File: config.mk
export PLATFORM = sky130hd
export DESIGN_NAME = fxp_divider_param
export DESIGN_NICKNAME = d
export VERILOG_FILES = /design/src/rtl/fxp_divider_param.sv
export SDC_FILE = /design/constraint.sdc
export NUM_CORES = 1
export LEC_CHECK = 0
export CAP_MARGIN = 10
export CORE_MARGIN = 5
export CORE_UTILIZATION = 55
export CTS_BUF_LIST = sky130_fd_sc_hd__clkbuf_8
export DETAILED_ROUTE_END_ITERATION = 8
export PLACE_DENSITY_LB_ADDON = 0.05
export SYNTH_ARGS = -nofsm -noshare
export SYNTH_HDL_FRONTEND = slang
export SYNTH_SLANG_ARGS = --single-unit
File: constraint.sdc
create_clock -name clk -period 4.47 [get_ports clk]
set_input_delay 0.6705 -clock clk [delete_from_list [all_inputs] [get_ports clk]]
set_output_delay 0.6705 -clock clk [all_outputs]
set_load 0.02 [all_outputs]
File: src/rtl/fxp_divider_param.sv
// rtl/fxp_divider_param.sv - iterative restoring fixed-point divider, one quotient bit per clock
// Start/busy/valid coprocessor with unsigned or two's-complement operands, saturation and dvz.
module fxp_divider_param #(
  parameter int WIDTH  = 10,
  parameter int FRAC   = 4,
  parameter bit SIGNED = 1'b0
) (
  input  logic             clk,
  input  logic             sclr,
  input  logic             start,
  input  logic [WIDTH-1:0] a_in,
  input  logic [WIDTH-1:0] b_in,
  output logic [WIDTH-1:0] q_out,
  output logic [WIDTH-1:0] r_out,
  output logic             dvz,
  output logic             ovf,
  output logic             busy,
  output logic             valid
);
  localparam int N   = WIDTH + FRAC;
  localparam int NP1 = N + 1;
  localparam int CW  = $clog2(N);
  localparam logic [N:0] LIM_U  = (NP1'(1) << WIDTH) - NP1'(1);
  localparam logic [N:0] LIM_SN = NP1'(1) << (WIDTH - 1);
  localparam logic [N:0] LIM_SP = LIM_SN - NP1'(1);
  localparam logic [WIDTH-1:0] MAX_POS = {1'b0, {(WIDTH-1){1'b1}}};
  localparam logic [WIDTH-1:0] MIN_NEG = {1'b1, {(WIDTH-1){1'b0}}};

  typedef enum logic [1:0] {IDLE, RUN, DONE} state_t;

  state_t           state_q;
  logic [N-1:0]     quot_q;
  logic [WIDTH-1:0] rem_q;
  logic [WIDTH-1:0] div_q;
  logic [CW-1:0]    cnt_q;
  logic             neg_q;
  logic             a_neg_q;
  logic             dvz_pend_q;
  logic [WIDTH-1:0] q_out_q;
  logic [WIDTH-1:0] r_out_q;
  logic             dvz_out_q;
  logic             ovf_out_q;
  logic             busy_q;
  logic             valid_q;

  logic [WIDTH-1:0] a_abs;
  logic [WIDTH-1:0] b_abs;
  logic [WIDTH:0]   rem_sh;
  logic [WIDTH:0]   diff;
  logic [WIDTH-1:0] rem_d;
  logic [N-1:0]     quot_d;
  logic [N:0]       lim;
  logic             ovf_d;
  logic [WIDTH-1:0] q_d;
  logic [WIDTH-1:0] qdvz_d;

  always_comb begin
    a_abs  = (SIGNED && a_in[WIDTH-1]) ? -a_in : a_in;
    b_abs  = (SIGNED && b_in[WIDTH-1]) ? -b_in : b_in;
    // rem_sh < 2*div, so a set MSB in diff means the trial subtraction went negative
    rem_sh = {rem_q, quot_q[N-1]};
    diff   = rem_sh - {1'b0, div_q};
    rem_d  = diff[WIDTH] ? rem_sh[WIDTH-1:0] : diff[WIDTH-1:0];
    quot_d = {quot_q[N-2:0], ~diff[WIDTH]};

    if (!SIGNED)    lim = LIM_U;
    else if (neg_q) lim = LIM_SN;
    else            lim = LIM_SP;
    ovf_d = {1'b0, quot_q} > lim;
    if (ovf_d) q_d = !SIGNED ? '1 : (neg_q ? MIN_NEG : MAX_POS);
    else       q_d = neg_q ? -quot_q[WIDTH-1:0] : quot_q[WIDTH-1:0];
    qdvz_d = !SIGNED ? '1 : (a_neg_q ? MIN_NEG : MAX_POS);
  end

  always_ff @(posedge clk) begin
    if (sclr) begin
      state_q    <= IDLE;
      quot_q     <= '0;
      rem_q      <= '0;
      div_q      <= '0;
      cnt_q      <= '0;
      neg_q      <= 1'b0;
      a_neg_q    <= 1'b0;
      dvz_pend_q <= 1'b0;
      q_out_q    <= '0;
      r_out_q    <= '0;
      dvz_out_q  <= 1'b0;
      ovf_out_q  <= 1'b0;
      busy_q     <= 1'b0;
      valid_q    <= 1'b0;
    end else begin
      case (state_q)
        IDLE: begin
          valid_q <= 1'b0;
          if (start) begin
            quot_q     <= N'(a_abs) << FRAC;
            div_q      <= b_abs;
            rem_q      <= '0;
            cnt_q      <= '0;
            neg_q      <= SIGNED && (a_in[WIDTH-1] ^ b_in[WIDTH-1]);
            a_neg_q    <= SIGNED && a_in[WIDTH-1];
            dvz_pend_q <= (b_in == '0);
            busy_q     <= (b_in != '0);
            state_q    <= (b_in == '0) ? DONE : RUN;
          end
        end
        RUN: begin
          quot_q <= quot_d;
          rem_q  <= rem_d;
          cnt_q  <= cnt_q + 1'b1;
          if (cnt_q == CW'(N - 1)) state_q <= DONE;
        end
        DONE: begin
          state_q <= IDLE;
          busy_q  <= 1'b0;
          valid_q <= 1'b1;
          if (dvz_pend_q) begin
            q_out_q   <= qdvz_d;
            r_out_q   <= '0;
            dvz_out_q <= 1'b1;
            ovf_out_q <= 1'b0;
          end else begin
            q_out_q   <= q_d;
            r_out_q   <= rem_q;
            dvz_out_q <= 1'b0;
            ovf_out_q <= ovf_d;
          end
        end
        default: state_q <= IDLE;
      endcase
    end
  end

  assign q_out = q_out_q;
  assign r_out = r_out_q;
  assign dvz   = dvz_out_q;
  assign ovf   = ovf_out_q;
  assign busy  = busy_q;
  assign valid = valid_q;
endmodule

==> results of run 1 <==
[synth_stat cells (2+ instances only)]
cell type	n
nor2_1	83
dfxtp_1	65
nand2_1	51
a21oi_1	40
nor3_1	23
clkbuf_1	18
inv_1	16
ha_1	12
nand3_1	9
nor3b_1	9
o21ai_0	9
nor2b_1	7
o211ai_1	7
nand4_1	6
a22oi_1	5
o21a_1	4
and3_1	3
buf_1	3
xnor2_1	3
a21o_1	2
a311oi_1	2
a31oi_1	2
a32o_1	2
and3_4	2
nor4_1	2
o2111ai_1	2
or3_1	2
or4_1	2
[area by class of cell]
cell class | instances | area [um2] | share of cell area
inverter | 17 | 63.81 | 0.01656
timing repair buffer | 46 | 455.4 | 0.1182
multi-input combinational | 307 | 1720 | 0.4464
clock inverter | 5 | 71.32 | 0.01851
sequential | 65 | 1301 | 0.3377
clock buffer | 11 | 151.4 | 0.03929
tap | 72 | 90.09 | 0.02338
[state kept, by name, indices dropped and copies added (netlist names)]
register,cells
r_out,10
ovf,1
dvz,1
cnt_q,4
rem_q,10
state_q,2
q_out,10
busy,1
div_q,10
valid,1
dvz_pend_q,1
quot_q,14
[layer usage]
| metal | GRT usage | vias up |
|---|---|---|
| met1 | 0.2840 | 1368 |
| met4 | 0.07626 | 0 |
| li1 | - | 1486 |
| met3 | 0.03746 | 11 |
| met5 | 0 | - |
| met2 | 0.3545 | 78 |
[where the power goes]
group          internal (W)  leakage (nW)  switching (W)  total, W
registers          0.000620         0.530      0.0000422  0.000662
logic              0.000182         0.832       0.000269  0.000450
clock network      0.000339         0.123       0.000215  0.000554
total               0.00114          1.48       0.000526   0.00167
[cells by family after synthesis]
logic type	after synthesis	share of synthesized area
flops	65	0.4112
compound gates	87	0.1807
buf+inv	38	0.04507
xor+xnor	4	0.01107
simple gates	203	0.2981
fa+ha+maj	13	0.05378
[how the worst max path moves through the flow]
stage | start | endpoint | slack, ns | cells past startpoint
global placement | start | rem_q[1]$_SDFFE_PP0P_ | 1.59 | 5
finish | state_q[0]$_SDFFE_PP0P_ | rem_q[5]$_SDFFE_PP0P_ | 1.74 | 5
detailed placement | start | rem_q[0]$_SDFFE_PP0P_ | 1.56 | 5
global route | state_q[0]$_SDFFE_PP0P_ | rem_q[5]$_SDFFE_PP0P_ | 1.52 | 5
floorplan | quot_q[13]$_SDFFE_PP0P_ | rem_q[8]$_SDFFE_PP0P_ | 2.20 | 9
CTS | state_q[0]$_SDFFE_PP0P_ | rem_q[5]$_SDFFE_PP0P_ | 1.78 | 5
[per-stage QoR]
step | util | std cells | instance area [um2] | hold WS (ns) | worst slack [ns]
2_1_floorplan | - | 410 | 3164 | 0.4363 | 2.201
3_3_place_gp | 0.6554 | 507 | 3631 | 0.4443 | 1.591
3_5_place_dp | 0.6554 | 507 | 3631 | 0.4502 | 1.557
4_1_cts | 0.6956 | 523 | 3854 | 0.4596 | 1.782
5_1_grt | 0.6956 | 523 | 3854 | 0.4746 | 1.518
6_report | 0.6956 | 523 | 3854 | 0.4554 | 1.743
[worst max-delay path, cell delays in order (launching register included)]
cell,delay [ns]
dfxtp_1,0.82
nand2_1,0.26
nor2_1,0.83
o21ai_0,0.21
a2111o_1,0.43
o311ai_1,0.08
==> summary.md, run 1 <==
| Metric | Value |
|---|---|
| Dpl hpwl | 5525 um |
| Met1 wire length | 3614 um |
| Share of layout cells above drive strength 1 | 0.05100 |
| CTS tree | done |
| Core area | 5540 um2 |
| Post-layout min period | 2.727 ns |
| Area growth, synth to finish | 21.79% |
| Clk_lat worst skew | 0.34 ns |
| Initial core utilization | 0.5711 |
| Die height | 85.85 um |
| DR pass1 iterations | 4 |
| FILL cells | 477 |
| Asr flop ratio synth | 0 |
| Initial antenna violation count | 0 |
| Tcrit/Tclk final | 0.6102 |
| Setup TNS | 0 ns |
| Slew margin rel. | 0.3286 |
| RR Endpoint | rem_q[5]$_SDFFE_PP0P_ |
| GRT Total Usage | 0.2153 |
| Peak supply drop | 0.0002983 V |
| FF+latch count, synth | 65 |
| Worst EP required | 4.71 ns |
| Vias per inst | 5.627 |
| Arrival time worst endpoint | 2.97 ns |
| R2r setup slk | 1.74 ns |
| RSZ-0062 raised after global routing | false |
| Worst-margin pin slew | 1.003 ns |
| Cell accounting for the most synthesized area | dfxtp_1 |
| Nets | 482 |
| Crit Path Class | reg2reg |
| Status | complete, no violations |
| Highest Clock Rate | 366.7 MHz |
| Cells on Worst Hold Path | 2 |
| Antenna cell count | 0 |
| Top cells by area, synth | dfxtp_1 41%, nor2_1 9.8%, a21oi_1 6.3%, nand2_1 6.0%, ha_1 4.7% |
| CTS H-tree lvls | 3 |
| Total gr overflow | 0 |
| Max layer used | met4 |
| First-pass GRT wire length | 12700 um |
| FP Rows | 27 |
| Post-CTS Setup Repair Bufs | 0 |
| Number of global-route vias before repair | 2694 |
| Pleak | 1.485 nW |
| EDFF count, synth | 0 |
| YS warnings | 0 |
| # setup viols final | 0 |
| Post-synth cell types | 47 |
| Largest net degree at the start of global routing | 59 |
| Top cell type's share of synthesized area | 0.4112 |
| Root buffer cell | clkbuf_8 |
| Worst Hold Endpoint | div_q[7]$_SDFFE_PP0P_ |
| Final Power | 0.001666 W |
| Power Dens Cells | 432.3 nW/um2 |
| Placer Congestion | 0.8025 |
| TritonCTS sink count | 65 |
| Synthesized Nets | 446 |
| Critical path fanouts, max | 25 |
| Port bufs | 46 |
| HP Start | div_q[7]$_SDFFE_PP0P_ |
| Die Area | 7370 um2 |
| CTS Buf Count | 9 |
| Critical path launch point type | register |
| Clock-pin slew on the worst setup and hold paths | 0.07 ns |
| Die Span X | 85.85 um |
| Final-report hold violation count | 0 |
| Setup Skew | 0.009648 ns |
| DR WL met2 | 3620 um |
| Register area share after synthesis | 0.4112 |
| IO Pins | 47 |
| Routed wire per std cell | 14.75 um |
| Routed WL | 7715 um |
| Antenna-violating nets left | 0 |
| Mapped cell area | 3164 um2 |
| Met3 wire len | 378 um |
| CTS hold repair buffers | 0 |
| Worst R2R Path Depth | 5 |
| DR DRC count | 0 |
| CP endpoint kind | register |
| Resized Gates After CTS | 0 |
| Maxcap violations | 0 |
| Dominant synthesized flop cell | dfxtp_1 |
| Max Root-Sink Buffers | 2 |
| Average size of a mapped cell | 7.718 um2 |
| Commonest non-fill, non-tap cells in the layout | 83 x nor2_1, 65 x dfxtp_1, 51 x nand2_1, 45 x clkdlybuf4s50_1, 40 x a21oi_1 |
| Hold Crit Class | reg2reg |
| Initial drt markers | 229 |
| R2R Path Start | state_q[0]$_SDFFE_PP0P_ |
| Slew Limit Fails | 0 |
| Most common cell after layout, fill and taps aside | nor2_1 |
| Cells after synthesis | 410 |
| Via Count | 2943 |
Note: power is estimated with default switching activity, not from simulation.
==> run 2: changes to the inputs <==
CORE_UTILIZATION = 51   (was 55)
clock period = 2.4 ns   (was 4.47 ns; I/O delays follow)
==> summary.md, run 2 (synthesized netlist as in run 1, its figures left out) <==
| Metric | Value |
|---|---|
| Commonest non-fill, non-tap cells in the layout | 83 x nor2_1, 64 x dfxtp_1, 51 x nand2_1, 45 x clkdlybuf4s50_1, 39 x a21oi_1 |
| Nets | 499 (+3.5%) |
| DP Area | 3747 um2 (+3.2%) |
| Setup Skew | 0.006444 ns (-0.003204 ns) |
| Final-report hold violation count | 0 (unchanged) |
| CP peak stage delay | 0.53 ns (-0.30 ns) |
| Port bufs | 46 (unchanged) |
| CTS H-tree lvls | 3 (unchanged) |
| Worst-margin pin slew | 0.6155 ns (-0.3880 ns) |
| Status | complete, no violations |
| Most common cell after layout, fill and taps aside | nor2_1 |
| Biggest register | quot_q |
| FILL cells | 510 (+6.9%) |
| Worst R2R Path Depth | 9 (+4) |
| DR WL met2 | 3746 um (+3.5%) |
| Slew Limit Fails | 0 (unchanged) |
| Clk_lat worst skew | 0.34 ns (about the same) |
| Initial core utilization | 0.5282 (-0.04294) |
| Met1 wire length | 3370 um (-6.8%) |
| Max layer used | met4 |
| Vias per inst | 5.481 (-2.6%) |
| Post-layout min period | 2.261 ns (-0.4662 ns) |
| CP max-delay cell | or4_1 |
| Power Dens Cells | 793.8 nW/um2 (+84%) |
| Total gr overflow | 0 (unchanged) |
| DR DRC count | 0 (unchanged) |
| Max reg flops | 14 (unchanged) |
| Root buffer cell | clkbuf_8 |
| Arrival time worst endpoint | 2.53 ns (-0.44 ns) |
| RSZ-0062 raised after global routing | false |
| HP Start | sclr |
| Multi-input gate area | 1742 um2 (+1.2%) |
| TritonCTS sink count | 65 (unchanged) |
| Critical path launch point type | register |
| Routed wire per std cell | 13.96 um (-5.4%) |
| Cells on Worst Hold Path | 2 (unchanged) |
| Share of layout cells above drive strength 1 | 0.1004 (+0.04943) |
| Maxcap violations | 0 (unchanged) |
| DR pass1 iterations | 4 (unchanged) |
| Largest net degree at the start of global routing | 32 (-46%) |
| Crit Path Class | reg2reg |
| Setup TNS | 0 ns (unchanged) |
| First-pass GRT wire length | 12560 um (-1.1%) |
| Worst EP required | 2.67 ns (-2.04 ns) |
| Hold_ws | 0.3597 ns (-0.09574 ns) |
| Clock-pin slew on the worst setup and hold paths | 0.07 ns (about the same) |
| R2R Path Start | quot_q[13]$_SDFFE_PP0P_ |
| Critical path fanouts, max | 6 (-76%) |
| Die height | 88.77 um (+3.4%) |
| RR Endpoint | rem_q[8]$_SDFFE_PP0P_ |
| Peak supply drop | 0.0004123 V (+38%) |
| DP Cell Count | 525 (+3.6%) |
| CP top delay family | simple AND/OR/NAND/NOR gates |
| Hold Crit Class | in2reg |
| Routed WL | 7580 um (-1.7%) |
| Area growth, synth to finish | 26.57% |
| Initial drt markers | 131 (-43%) |
| Pleak | 1.560 nW (+5.1%) |
| Worst Hold Endpoint | r_out[4]$_SDFFE_PP0P_ |
| Slew margin rel. | 0.5882 (+0.2596) |
| Die Span X | 88.77 um (+3.4%) |
| Core area | 5991 um2 (+8.1%) |
| Die Area | 7880 um2 (+6.9%) |
| Dpl hpwl | 5560 um (+0.62%) |
| CTS tree | done |
| Layout Cells excl Fill | 543 (+3.8%) |
| Via Count | 2976 (+1.1%) |
| Register area | 1303 um2 (about the same) |
| Antenna cell count | 0 (unchanged) |
| Highest Clock Rate | 442.2 MHz (+21%) |
| Critical Path, Cell by Cell | inv_1 > ha_2 > fa_2 > nor2b_4 > o2111ai_4 > nand4b_4 > and3_4 > or4_1 > o211ai_2 |
| # setup viols final | 0 (unchanged) |
| FP Rows | 28 (+3.7%) |
| CP endpoint kind | register |
| IO Pins | 47 (unchanged) |
| Tcrit/Tclk final | 0.9422 (+0.3320) |
| Buf/Inv on CP | 1 (+1) |
| Post-route design area | 4005 um2 (+3.9%) |
| R2r setup slk | 0.14 ns (-1.60 ns) |
| Initial antenna violation count | 0 (unchanged) |
| CTS Buf Count | 9 (unchanged) |
| GRT Total Usage | 0.2045 (-0.01080) |
| Antenna-violating nets left | 0 (unchanged) |
| Max Root-Sink Buffers | 2 (unchanged) |
| Placer Congestion | 0.9442 (+18%) |
| Number of global-route vias before repair | 2832 (+5.1%) |
| Met3 wire len | 276 um (-27%) |
## run 2: worst register-to-register path: cells and delay by family, from the launching register on
| family | cells | cell delay, ns |
|---|---|---|
| simple gates | 4 | 0.96 |
| compound gates | 2 | 0.41 |
| fa+ha+maj | 2 | 0.44 |
| buf+inv | 1 | 0.07 |
| flops | 1 | 0.33 |
## run 2: metrics by stage
| stage | utilization | setup slack, ns | total power (W) |
|---|---|---|---|
| after global routing | 0.6685 | 0.003701 | 0.003374 |
| after detailed placement | 0.6255 | 0.04291 | 0.002124 |
| after CTS | 0.6623 | 0.01425 | 0.003164 |
| final | 0.6685 | 0.1388 | 0.003179 |
| after floorplan | - | 0.1314 | 0.001866 |
| after global placement | 0.6255 | 0.1059 | 0.002116 |
## run 2: cell type report
cell class	instances	share of cell area
clock buffers	10	0.03436
inverters	17	0.01593
multi-input cells	307	0.4349
clock inverters	6	0.02062
flip-flops and latches	65	0.3252
well taps	75	0.02343
repair buffers	63	0.1456
## run 2: where the power goes
group	switching, W	total [W]	leakage, nW	internal [W]
Sequential	0.0000673	0.00122	0.530	0.00115
Clock	0.000427	0.00103	0.117	0.000608
Combinational	0.000507	0.000923	0.913	0.000417
Total	0.00100	0.00318	1.56	0.00218
## run 2: layer usage
metal  vias to the layer above  track usage
met5                         -            0
met4                         0      0.09478
met3                        14      0.05214
met2                        44       0.3435
met1                      1388       0.2440
li1                       1530            -
## run 2: what timing repair did
| action | in CTS | in global routing |
|---|---|---|
| hold buffers | 0 | 0 |
| endpoints found under the setup margin | 0 | 11 |
| setup buffers | 0 | 2 |
| resized for setup | 0 | 6 |
## run 2: how the worst max path moves through the flow
stage                             from                     to  slack (ns)  cells after the start
2_1_floorplan  quot_q[13]$_SDFFE_PP0P_  rem_q[8]$_SDFFE_PP0P_        0.13                      9
3_3_place_gp   quot_q[13]$_SDFFE_PP0P_  rem_q[8]$_SDFFE_PP0P_        0.11                      9
3_5_place_dp   quot_q[13]$_SDFFE_PP0P_  rem_q[8]$_SDFFE_PP0P_        0.04                      9
4_1_cts        quot_q[13]$_SDFFE_PP0P_  rem_q[8]$_SDFFE_PP0P_        0.01                      9
5_1_grt        quot_q[13]$_SDFFE_PP0P_  rem_q[5]$_SDFFE_PP0P_       0.004                     10
6_report       quot_q[13]$_SDFFE_PP0P_  rem_q[8]$_SDFFE_PP0P_        0.14                      9
